[config.mk]
export PLATFORM = sky130hd
export DESIGN_NAME = fetch_stage
export DESIGN_NICKNAME = d
export VERILOG_FILES = /design/src/rtl/fetch_stage.sv
export SDC_FILE = /design/constraint.sdc
export NUM_CORES = 1
export LEC_CHECK = 0
export CAP_MARGIN = 30
export CORE_MARGIN = 2
export CORE_UTILIZATION = 54
export DETAILED_ROUTE_END_ITERATION = 12
export HOLD_SLACK_MARGIN = 0.03
export PLACE_DENSITY = 0.93
export REMOVE_ABC_BUFFERS = 1
export SYNTH_ARGS = -nofsm -noshare
export SYNTH_HDL_FRONTEND = slang
export SYNTH_SLANG_ARGS = --single-unit
[constraint.sdc]
create_clock -name CLK -period 3.3 [get_ports CLK]
set_input_delay 0.66 -clock CLK [delete_from_list [all_inputs] [get_ports CLK]]
set_output_delay 0.66 -clock CLK [all_outputs]
set_load 0.03 [all_outputs]
[src/rtl/fetch_stage.sv]
// Instruction-fetch stage with PC, req/ack memory handshake and IF/ID pipeline register.
// Optional FETCH_PERF_CNT_EN adds stall/flush cycle counters.
module fetch_stage #(
    parameter int unsigned          ADDR_W   = 64,
    parameter int unsigned          INSTR_W  = 32,
    parameter logic [ADDR_W-1:0]    RESET_PC = {ADDR_W{1'b0}}
) (
    input  logic                CLK,
    input  logic                Reset,
    input  logic                PC_WriteEn,
    input  logic                IFID_WriteEn,
    input  logic                Branch_Taken,
    input  logic [ADDR_W-1:0]   Branch_Target,
    output logic                IMem_Req,
    output logic [ADDR_W-1:0]   IMem_Addr,
    input  logic                IMem_Ack,
    input  logic [INSTR_W-1:0]  IMem_RData,
    output logic [ADDR_W-1:0]   IFID_PC,
    output logic [INSTR_W-1:0]  IFID_Instr,
    output logic                IFID_Valid,
    output logic [4:0]          IFID_rd,
    output logic [4:0]          IFID_rn,
    output logic [4:0]          IFID_rm,
    output logic                Fetch_Busy
`ifdef FETCH_PERF_CNT_EN
    ,
    output logic [31:0]         Stall_Cnt,
    output logic [31:0]         Flush_Cnt
`endif
);

    // WAIT is ISSUE with the request still outstanding; it behaves like ISSUE but reports busy.
    typedef enum logic [1:0] {
        ST_ISSUE   = 2'd0,
        ST_WAIT    = 2'd1,
        ST_HOLD    = 2'd2,
        ST_DISCARD = 2'd3
    } state_t;

    localparam logic [ADDR_W-1:0] PC_STEP = ADDR_W'(3'd4);

    state_t               state_r;
    state_t               nextState_s;
    logic [ADDR_W-1:0]    pc_r;
    logic [ADDR_W-1:0]    pcNext_s;
    logic [ADDR_W-1:0]    discardAddr_r;
    logic [INSTR_W-1:0]   holdInstr_r;
    logic [ADDR_W-1:0]    ifidPc_r;
    logic [INSTR_W-1:0]   ifidInstr_r;
    logic                 ifidValid_r;
    logic                 fetching_s;
    logic                 accept_s;
    logic                 capture_s;
    logic                 release_s;

    // Handshake qualifiers shared by the FSM and the datapath
    always_comb begin
        fetching_s = (state_r == ST_ISSUE) || (state_r == ST_WAIT);
        accept_s   = fetching_s && IMem_Ack && IFID_WriteEn && !Branch_Taken;
        capture_s  = fetching_s && IMem_Ack && !IFID_WriteEn && !Branch_Taken;
        release_s  = (state_r == ST_HOLD) && IFID_WriteEn && !Branch_Taken;
    end

    // FSM state register
    always_ff @(posedge CLK) begin
        if (Reset) begin
            state_r <= ST_ISSUE;
        end else begin
            state_r <= nextState_s;
        end
    end

    // FSM next-state logic; Branch_Taken outranks Ack and stall
    always_comb begin
        nextState_s = state_r;
        case (state_r)
            ST_ISSUE, ST_WAIT: begin
                if (Branch_Taken) begin
                    nextState_s = IMem_Ack ? ST_ISSUE : ST_DISCARD;
                end else if (IMem_Ack) begin
                    nextState_s = IFID_WriteEn ? ST_ISSUE : ST_HOLD;
                end else begin
                    nextState_s = ST_WAIT;
                end
            end
            ST_HOLD: begin
                if (Branch_Taken || IFID_WriteEn) begin
                    nextState_s = ST_ISSUE;
                end else begin
                    nextState_s = ST_HOLD;
                end
            end
            ST_DISCARD: begin
                if (IMem_Ack) begin
                    nextState_s = ST_ISSUE;
                end else begin
                    nextState_s = ST_DISCARD;
                end
            end
            default: nextState_s = ST_ISSUE;
        endcase
    end

    // FSM outputs: request, address and busy flag
    always_comb begin
        IMem_Req   = 1'b0;
        IMem_Addr  = pc_r;
        Fetch_Busy = 1'b0;
        case (state_r)
            ST_ISSUE: begin
                IMem_Req = !Reset;
            end
            ST_WAIT: begin
                IMem_Req   = !Reset;
                Fetch_Busy = 1'b1;
            end
            ST_HOLD: begin
                Fetch_Busy = 1'b1;
            end
            ST_DISCARD: begin
                IMem_Req   = !Reset;
                IMem_Addr  = discardAddr_r;
                Fetch_Busy = 1'b1;
            end
            default: begin
                IMem_Req = 1'b0;
            end
        endcase
    end

    // Next PC; a stalled PC refetches the same address
    always_comb begin
        pcNext_s = pc_r;
        if (Branch_Taken) begin
            pcNext_s = Branch_Target;
        end else if ((accept_s || release_s) && PC_WriteEn) begin
            pcNext_s = pc_r + PC_STEP;
        end else begin
            pcNext_s = pc_r;
        end
    end

    // PC, outstanding-address latch and hold buffer
    always_ff @(posedge CLK) begin
        if (Reset) begin
            pc_r          <= RESET_PC;
            discardAddr_r <= {ADDR_W{1'b0}};
            holdInstr_r   <= {INSTR_W{1'b0}};
        end else begin
            pc_r <= pcNext_s;
            if (fetching_s && Branch_Taken && !IMem_Ack) begin
                discardAddr_r <= pc_r;
            end
            if (Branch_Taken) begin
                holdInstr_r <= {INSTR_W{1'b0}};
            end else if (capture_s) begin
                holdInstr_r <= IMem_RData;
            end
        end
    end

    // IF/ID register; a cycle with IFID_WriteEn=1 but nothing delivered becomes a bubble
    always_ff @(posedge CLK) begin
        if (Reset) begin
            ifidPc_r    <= {ADDR_W{1'b0}};
            ifidInstr_r <= {INSTR_W{1'b0}};
            ifidValid_r <= 1'b0;
        end else if (Branch_Taken) begin
            ifidValid_r <= 1'b0;
        end else if (accept_s) begin
            ifidPc_r    <= pc_r;
            ifidInstr_r <= IMem_RData;
            ifidValid_r <= 1'b1;
        end else if (release_s) begin
            ifidPc_r    <= pc_r;
            ifidInstr_r <= holdInstr_r;
            ifidValid_r <= 1'b1;
        end else if (IFID_WriteEn) begin
            ifidValid_r <= 1'b0;
        end
    end

    assign IFID_PC    = ifidPc_r;
    assign IFID_Instr = ifidInstr_r;
    assign IFID_Valid = ifidValid_r;
    // Decoded without Valid gating: a stale flushed value can only cause a spurious stall
    assign IFID_rd    = ifidInstr_r[4:0];
    assign IFID_rn    = ifidInstr_r[9:5];
    assign IFID_rm    = ifidInstr_r[20:16];

`ifdef FETCH_PERF_CNT_EN
    logic [31:0] stallCnt_r;
    logic [31:0] flushCnt_r;

    // Free-running wrap-around event counters
    always_ff @(posedge CLK) begin
        if (Reset) begin
            stallCnt_r <= 32'd0;
            flushCnt_r <= 32'd0;
        end else begin
            if (!IFID_WriteEn) begin
                stallCnt_r <= stallCnt_r + 32'd1;
            end
            if (Branch_Taken) begin
                flushCnt_r <= flushCnt_r + 32'd1;
            end
        end
    end

    assign Stall_Cnt = stallCnt_r;
    assign Flush_Cnt = flushCnt_r;
`endif

endmodule

==> results.sh, run 1 <==
export IMPL_dp_final_hpwl_um=25400
export IMPL_clock_skew_ps=18.6
export IMPL_fp_dieArea_um2=23300
export IMPL_detailed_route_vias_per_instance=5.94
export IMPL_drive_gt1_frac=0.0975
export IMPL_route_antenna_remaining_nets=0
export IMPL_syn_area_um2=11900
export IMPL_floorplan_rows=54
export IMPL_post_cts_buffers=0
export IMPL_ctsHoldBuffers=0
export IMPL_firstDrtPassIters=5
export IMPL_clock_tree_root_cell="clkbuf_16"
export IMPL_postPlaceCellArea_um2=14700
export IMPL_critical_path_arrival_ps=2550
export IMPL_clock_tree_buffer_depth=3
export IMPL_setup_viol=0
export IMPL_reg2reg_slack_ps=690
export IMPL_grt_start_max_net_pins=75
export IMPL_post_route_util=0.717
export IMPL_footprint_of_the_multi_input_gates_um2=6100
export IMPL_clock_fmax_mhz=312
export IMPL_globalplace_congestion=0.914
export IMPL_layout_nets=1786
export IMPL_crit_reg2reg_launch="pc_r[8]$_SDFFE_PP0P_"
export IMPL_layout_area_seq_um2=5180
export IMPL_fp_dieW_um=153
export IMPL_seq_area_frac_synth=0.435
export IMPL_numCtsBuffers=27
export IMPL_max_fo_critical_path=34
export IMPL_p_leak_nw=5.29
export IMPL_grt_setup_unrepaired="false"
export IMPL_buffer_ports_inserted=279
export IMPL_hold_viol=0
export IMPL_worst_hold_path_type="reg2reg"
export IMPL_yosys_most_used_dff="dfxtp_1"
export IMPL_worstRegToRegCells=5
export IMPL_areaGrowthSynthToFinish_pct=31.0
export IMPL_finalMaxSlewViolations=0
export IMPL_post_route_cell_area_um2=15600
export IMPL_timing_hold_worst_path_depth=2
export IMPL_mapped_avg_cell_area_um2=7.97
export IMPL_grt_pass1_wl_um=60000
export IMPL_cp_capture_type="primary output"
export IMPL_initial_core_util=0.548
export IMPL_worst_ep_required_time_ps=2640
export IMPL_synth_enable_flop_cells=0
export IMPL_tritoncts="yes"
export IMPL_drt_drc_violations_left=0
export IMPL_final_fill_count=1659
export IMPL_via_count_of_the_first_global_routing_pass=11800
export IMPL_critical_path_max_stage_delay_ps=600
export IMPL_path_cells="nand2_2 -> buf_4 -> mux2_2 -> clkdlybuf4s50_1"
export IMPL_cellPowerDensity_nw_per_um2=475
export IMPL_cp_slowest_cell="clkdlybuf4s50_1"
export IMPL_drv_max_cap_violation_count=0
export IMPL_track_usage=0.311
export IMPL_worstHoldStart="holdInstr_r[6]$_SDFFE_PP0P_"
export IMPL_clkSlewWorstSetupHoldPaths_ps=60
export IMPL_crit_family="buffers and inverters"
export IMPL_die_height_um=153
export IMPL_synthesis_instances=1494
export IMPL_route_final_wire_length_um=37500
export IMPL_route_vias_total=11800
export IMPL_post_cts_resized_instances=0
export IMPL_async_flop_share=0
export IMPL_fin_crit_ps=3210
export IMPL_critical_path_startpoint="state_r[1]$_SDFF_PP0_"
export IMPL_placeableCoreArea_um2=21800
export IMPL_path_class="reg2out"
export IMPL_run_status="finished clean"
export IMPL_timing_max_slew_rel_slack=0.323
export IMPL_r2r_end="pc_r[19]$_SDFFE_PP0P_"
export IMPL_ios=280
export IMPL_worst_slew_pin_slew_ps=1010
export IMPL_yosys_warnings=0
export IMPL_vdd_ir_drop_worst_mv=0.421
export IMPL_timing_final_crit_share=0.971
export IMPL_worst_path_buf_inv=2
export IMPL_worst_setup_start_kind="register"
export IMPL_final_global_route_overflow_total=0
export IMPL_worstHoldEndpoint="holdInstr_r[6]$_SDFFE_PP0P_"
export IMPL_grt_antenna_before_repair=4
export IMPL_routedWlPerCell_um=18.9
export IMPL_clock_sink_count=259
export IMPL_worst_skew_pair_late_latency_ps=540
export IMPL_ys_types=62
export IMPL_htree_levels=1
export IMPL_timing_hold_ws_ps=453
export IMPL_yosys_register_bits=259
export IMPL_initialDrtViolationCount=1025
[placed cells by master, fill, tap and decap left out, types with 6 or more instances in the layout]
cell type / n
nand2_1: 373
clkdlybuf4s50_1: 277
dfxtp_1: 259
a21oi_1: 214
nor2_1: 90
mux2_2: 64
a211oi_1: 43
mux2i_1: 38
clkbuf_16: 27
nand4_1: 26
nand3_1: 26
buf_4: 23
nor3_1: 22
xnor2_1: 19
and3_1: 17
o21ai_0: 16
xor2_1: 12
o22ai_1: 11
inv_1: 10
nor4_1: 10
or3_1: 8
clkinv_2: 8
a32oi_1: 6
a31oi_1: 6
clkbuf_8: 6
[state kept, by name (all words and copies together), names as in the netlist]
register	count
pc_r	64
state_r	2
holdInstr_r	32
discardAddr_r	64
IFID_PC	64
IFID_Instr	32
IFID_Valid	1
[cell type report]
class,count,area share
inverters,11,0.00265
multi-input cells,1076,0.391
clock buffers,37,0.0489
flip-flops and latches,259,0.332
repair buffers,308,0.197
diodes,2,0.000321
well taps,280,0.0225
clock inverters,11,0.00545
[layer usage]
metal  GRT usage  vias to the layer above  routed length, µm
li1            -                     5500                  -
met1       0.371                     5579              13900
met2       0.540                      609              18300
met3      0.0890                       97               4090
met4       0.106                        4               1150
met5           0                        -                 25
[synthesized netlist by cell type, types with 8 or more instances]
| cell | number | area [µm²] |
|---|---|---|
| nand2_1 | 374 | 1400 |
| dfxtp_1 | 259 | 5180 |
| a21oi_1 | 215 | 1080 |
| clkbuf_1 | 109 | 409 |
| nor2_1 | 92 | 345 |
| mux2_2 | 64 | 721 |
| a211oi_1 | 43 | 323 |
| mux2i_1 | 38 | 380 |
| nand3_1 | 26 | 130 |
| nand4_1 | 26 | 163 |
| nor3_1 | 23 | 115 |
| xnor2_1 | 19 | 166 |
| and3_1 | 17 | 106 |
| o21ai_0 | 17 | 85.1 |
| buf_2 | 16 | 80.1 |
| buf_4 | 15 | 113 |
| xor2_1 | 12 | 105 |
| o22ai_1 | 11 | 68.8 |
| inv_1 | 10 | 37.5 |
| nor4_1 | 10 | 62.6 |
| or3_1 | 8 | 50.1 |
[worst reg2reg max path, delay by kind of cell (launching register included)]
family	cells	cell delay, ps
flops	1	520
compound gates	1	380
simple gates	4	1580
[worst max-delay path by stage]
stage	endpoint	slack (ps)	depth (start not counted)
6_report	IMem_Addr[59]	90	4
5_1_grt	IMem_Addr[26]	4	4
4_1_cts	IMem_Addr[26]	100	4
3_5_place_dp	pc_r[19]$_SDFFE_PP0P_	260	7
3_3_place_gp	pc_r[57]$_SDFFE_PP0P_	420	8
2_1_floorplan	IFID_Instr[0]$_SDFFE_PP0P_	-3100	4
[through the flow]
step | TNS [ps] | power [mW] | std cells | worst slack (ps)
3_3_place_gp | 0 | 4.50 | 1933 | 421
5_1_grt | 0 | 7.65 | 1984 | 3.86
3_5_place_dp | 0 | 4.53 | 1934 | 257
6_report | 0 | 7.41 | 1984 | 94.9
4_1_cts | 0 | 7.44 | 1982 | 98.0
2_1_floorplan | -291500 | 3.97 | 1346 | -3100
[kinds of logic after synthesis]
| family | after synthesis | synth area share |
|---|---|---|
| flops | 259 | 0.435 |
| mux | 102 | 0.0924 |
| compound gates | 328 | 0.161 |
| fa+ha+maj | 1 | 0.00105 |
| simple gates | 614 | 0.230 |
| xor+xnor | 31 | 0.0228 |
| buf+inv | 159 | 0.0576 |
[report_power, final]
group	switching (mW)	total [mW]	internal [mW]
clock	1.24	2.93	1.69
combinational	0.629	1.10	0.470
sequential	0.146	3.39	3.24
total	2.01	7.41	5.40
Note: power is estimated with default switching activity, not from simulation.
==> run 2: changes to the inputs <==
--- a/config.mk
+++ b/config.mk
@@ -7,10 +7,11 @@
 export LEC_CHECK = 0
 export CAP_MARGIN = 30
 export CORE_MARGIN = 2
-export CORE_UTILIZATION = 54
+export CORE_UTILIZATION = 56
+export CTS_BUF_LIST = sky130_fd_sc_hd__clkbuf_4 sky130_fd_sc_hd__clkbuf_8
 export DETAILED_ROUTE_END_ITERATION = 12
 export HOLD_SLACK_MARGIN = 0.03
-export PLACE_DENSITY = 0.93
+export PLACE_DENSITY = 0.95
 export REMOVE_ABC_BUFFERS = 1
 export SYNTH_ARGS = -nofsm -noshare
 export SYNTH_HDL_FRONTEND = slang
==> results.sh, run 2 (same netlist as run 1, synthesis figures left out) <==
export IMPL_clkSlewWorstSetupHoldPaths_ps=60
export IMPL_ctsHoldBuffers=0
export IMPL_worst_slew_pin_slew_ps=745
export IMPL_final_fill_count=1486
export IMPL_clock_tree_root_cell="clkbuf_8"
export IMPL_clock_sink_count=259
export IMPL_worst_ep_required_time_ps=2640
export IMPL_initialDrtViolationCount=884
export IMPL_p_leak_nw=5.39
export IMPL_ios=280
export IMPL_numCtsBuffers=43
export IMPL_postPlaceCellArea_um2=14800
export IMPL_cp_capture_type="primary output"
export IMPL_grt_antenna_before_repair=3
export IMPL_final_setup_tns_ps=0
export IMPL_clock_tree_buffer_depth=3
export IMPL_initial_core_util=0.568
export IMPL_final_common_cell="nand2_1"
export IMPL_htree_levels=2
export IMPL_track_usage=0.329
export IMPL_cellPowerDensity_nw_per_um2=469
export IMPL_tritoncts="yes"
export IMPL_dpl_worst_slack_ps=354
export IMPL_worstHoldEndpoint="discardAddr_r[8]$_SDFFE_PP0P_"
export IMPL_clock_skew_ps=31.5
export IMPL_worst_skew_pair_late_latency_ps=550
export IMPL_grt_setup_unrepaired="false"
export IMPL_grt_pass1_wl_um=59300
export IMPL_route_final_wire_length_um=38000
export IMPL_power_mw=7.36
export IMPL_worst_setup_start_kind="register"
export IMPL_max_fo_critical_path=30
export IMPL_final_cell_mix="nand2_1 (373), clkdlybuf4s50_1 (276), dfxtp_1 (258), a21oi_1 (214), nor2_1 (90)"
export IMPL_timing_hold_worst_path_depth=2
export IMPL_dp_final_hpwl_um=26300
export IMPL_firstDrtPassIters=6
export IMPL_path_class="reg2out"
export IMPL_floorplan_rows=53
export IMPL_final_global_route_overflow_total=0
export IMPL_worstRegToRegCells=6
export IMPL_route_antenna_remaining_nets=0
export IMPL_areaGrowthSynthToFinish_pct=31.8
export IMPL_globalplace_congestion=0.894
export IMPL_crit_reg2reg_launch="pc_r[7]$_SDFFE_PP0P_"
export IMPL_fp_dieArea_um2=22500
export IMPL_setup_ws_ps=103
export IMPL_grt_start_max_net_pins=144
export IMPL_critical_path_startpoint="state_r[0]$_SDFF_PP0_"
export IMPL_post_cts_buffers=0
export IMPL_reg2reg_slack_ps=760
export IMPL_fp_dieW_um=150
export IMPL_critical_path_arrival_ps=2540
export IMPL_fin_crit_ps=3200
export IMPL_timing_hold_ws_ps=454
export IMPL_finalMaxSlewViolations=0
export IMPL_route_vias_total=12000
export IMPL_detailed_route_vias_per_instance=5.94
export IMPL_worstHoldStart="discardAddr_r[8]$_SDFFE_PP0P_"
export IMPL_vdd_ir_drop_worst_mv=0.371
export IMPL_run_status="finished clean"
export IMPL_drt_drc_violations_left=0
export IMPL_setup_viol=0
export IMPL_drive_gt1_frac=0.118
export IMPL_placeableCoreArea_um2=21000
export IMPL_hold_viol=0
export IMPL_timing_final_crit_share=0.969
export IMPL_via_count_of_the_first_global_routing_pass=11600
export IMPL_layout_nets=1812
export IMPL_post_route_cell_area_um2=15700
export IMPL_buffer_ports_inserted=279
export IMPL_die_height_um=150
export IMPL_timing_max_slew_rel_slack=0.502
export IMPL_clock_fmax_mhz=313
export IMPL_routedWlPerCell_um=18.9
export IMPL_drv_max_cap_violation_count=0
export IMPL_worst_hold_path_type="reg2reg"
export IMPL_r2r_end="pc_r[51]$_SDFFE_PP0P_"
run 2: layout make-up:
type | count | area (µm²) | area share
timing repair buffer | 318 | 3150 | 0.201
clock buffer | 62 | 791 | 0.0504
antenna | 2 | 5.00 | 0.000319
tap | 275 | 344 | 0.0219
sequential | 259 | 5190 | 0.330
multi-input combinational | 1076 | 6110 | 0.389
inverter | 11 | 41.3 | 0.00263
clock inverter | 9 | 75.1 | 0.00478
run 2: what timing repair did:
item | 4_1_cts | 5_1_grt
pin swaps | 0 | 0
endpoints found under the hold margin | 0 | 0
setup endpoints to repair | 36 | 1
gates resized for setup | 3 | 1
run 2: critical path, stage by stage (launching register included):
cell	delay [ps]
dfxtp_1	510
nand2_8	260
buf_6	280
mux2_2	270
clkdlybuf4s50_1	670
run 2: stage by stage:
stage,utilization,instances
final,0.749,2012
after global routing,0.749,2012
after CTS,0.749,2010
after detailed placement,0.707,1939
after global placement,0.707,1939
after floorplan,-,1346
run 2: worst max path at each step:
stage / to / slack (ps) / cells after the start
6_report: IMem_Addr[43] / 100 / 4
5_1_grt: IMem_Addr[46] / 3 / 4
4_1_cts: IMem_Addr[5] / 90 / 4
3_5_place_dp: IMem_Addr[5] / 350 / 4
3_3_place_gp: IMem_Addr[4] / 460 / 4
2_1_floorplan: IFID_Instr[0]$_SDFFE_PP0P_ / -3100 / 4
run 2: power by group:
group	internal [mW]	leakage, nW	switching (mW)	total, mW
sequential	3.24	2.11	0.142	3.38
clock	1.61	0.458	1.25	2.86
combinational	0.479	2.82	0.637	1.12
run 2: per-layer routing:
metal | GRT usage | vias to the layer above | part of all wire
li1 | - | 5552 | -
met1 | 0.375 | 5684 | 0.36
met2 | 0.574 | 626 | 0.50
met3 | 0.100 | 91 | 0.11
met4 | 0.131 | 2 | 0.033
met5 | 0 | - | 0.00034
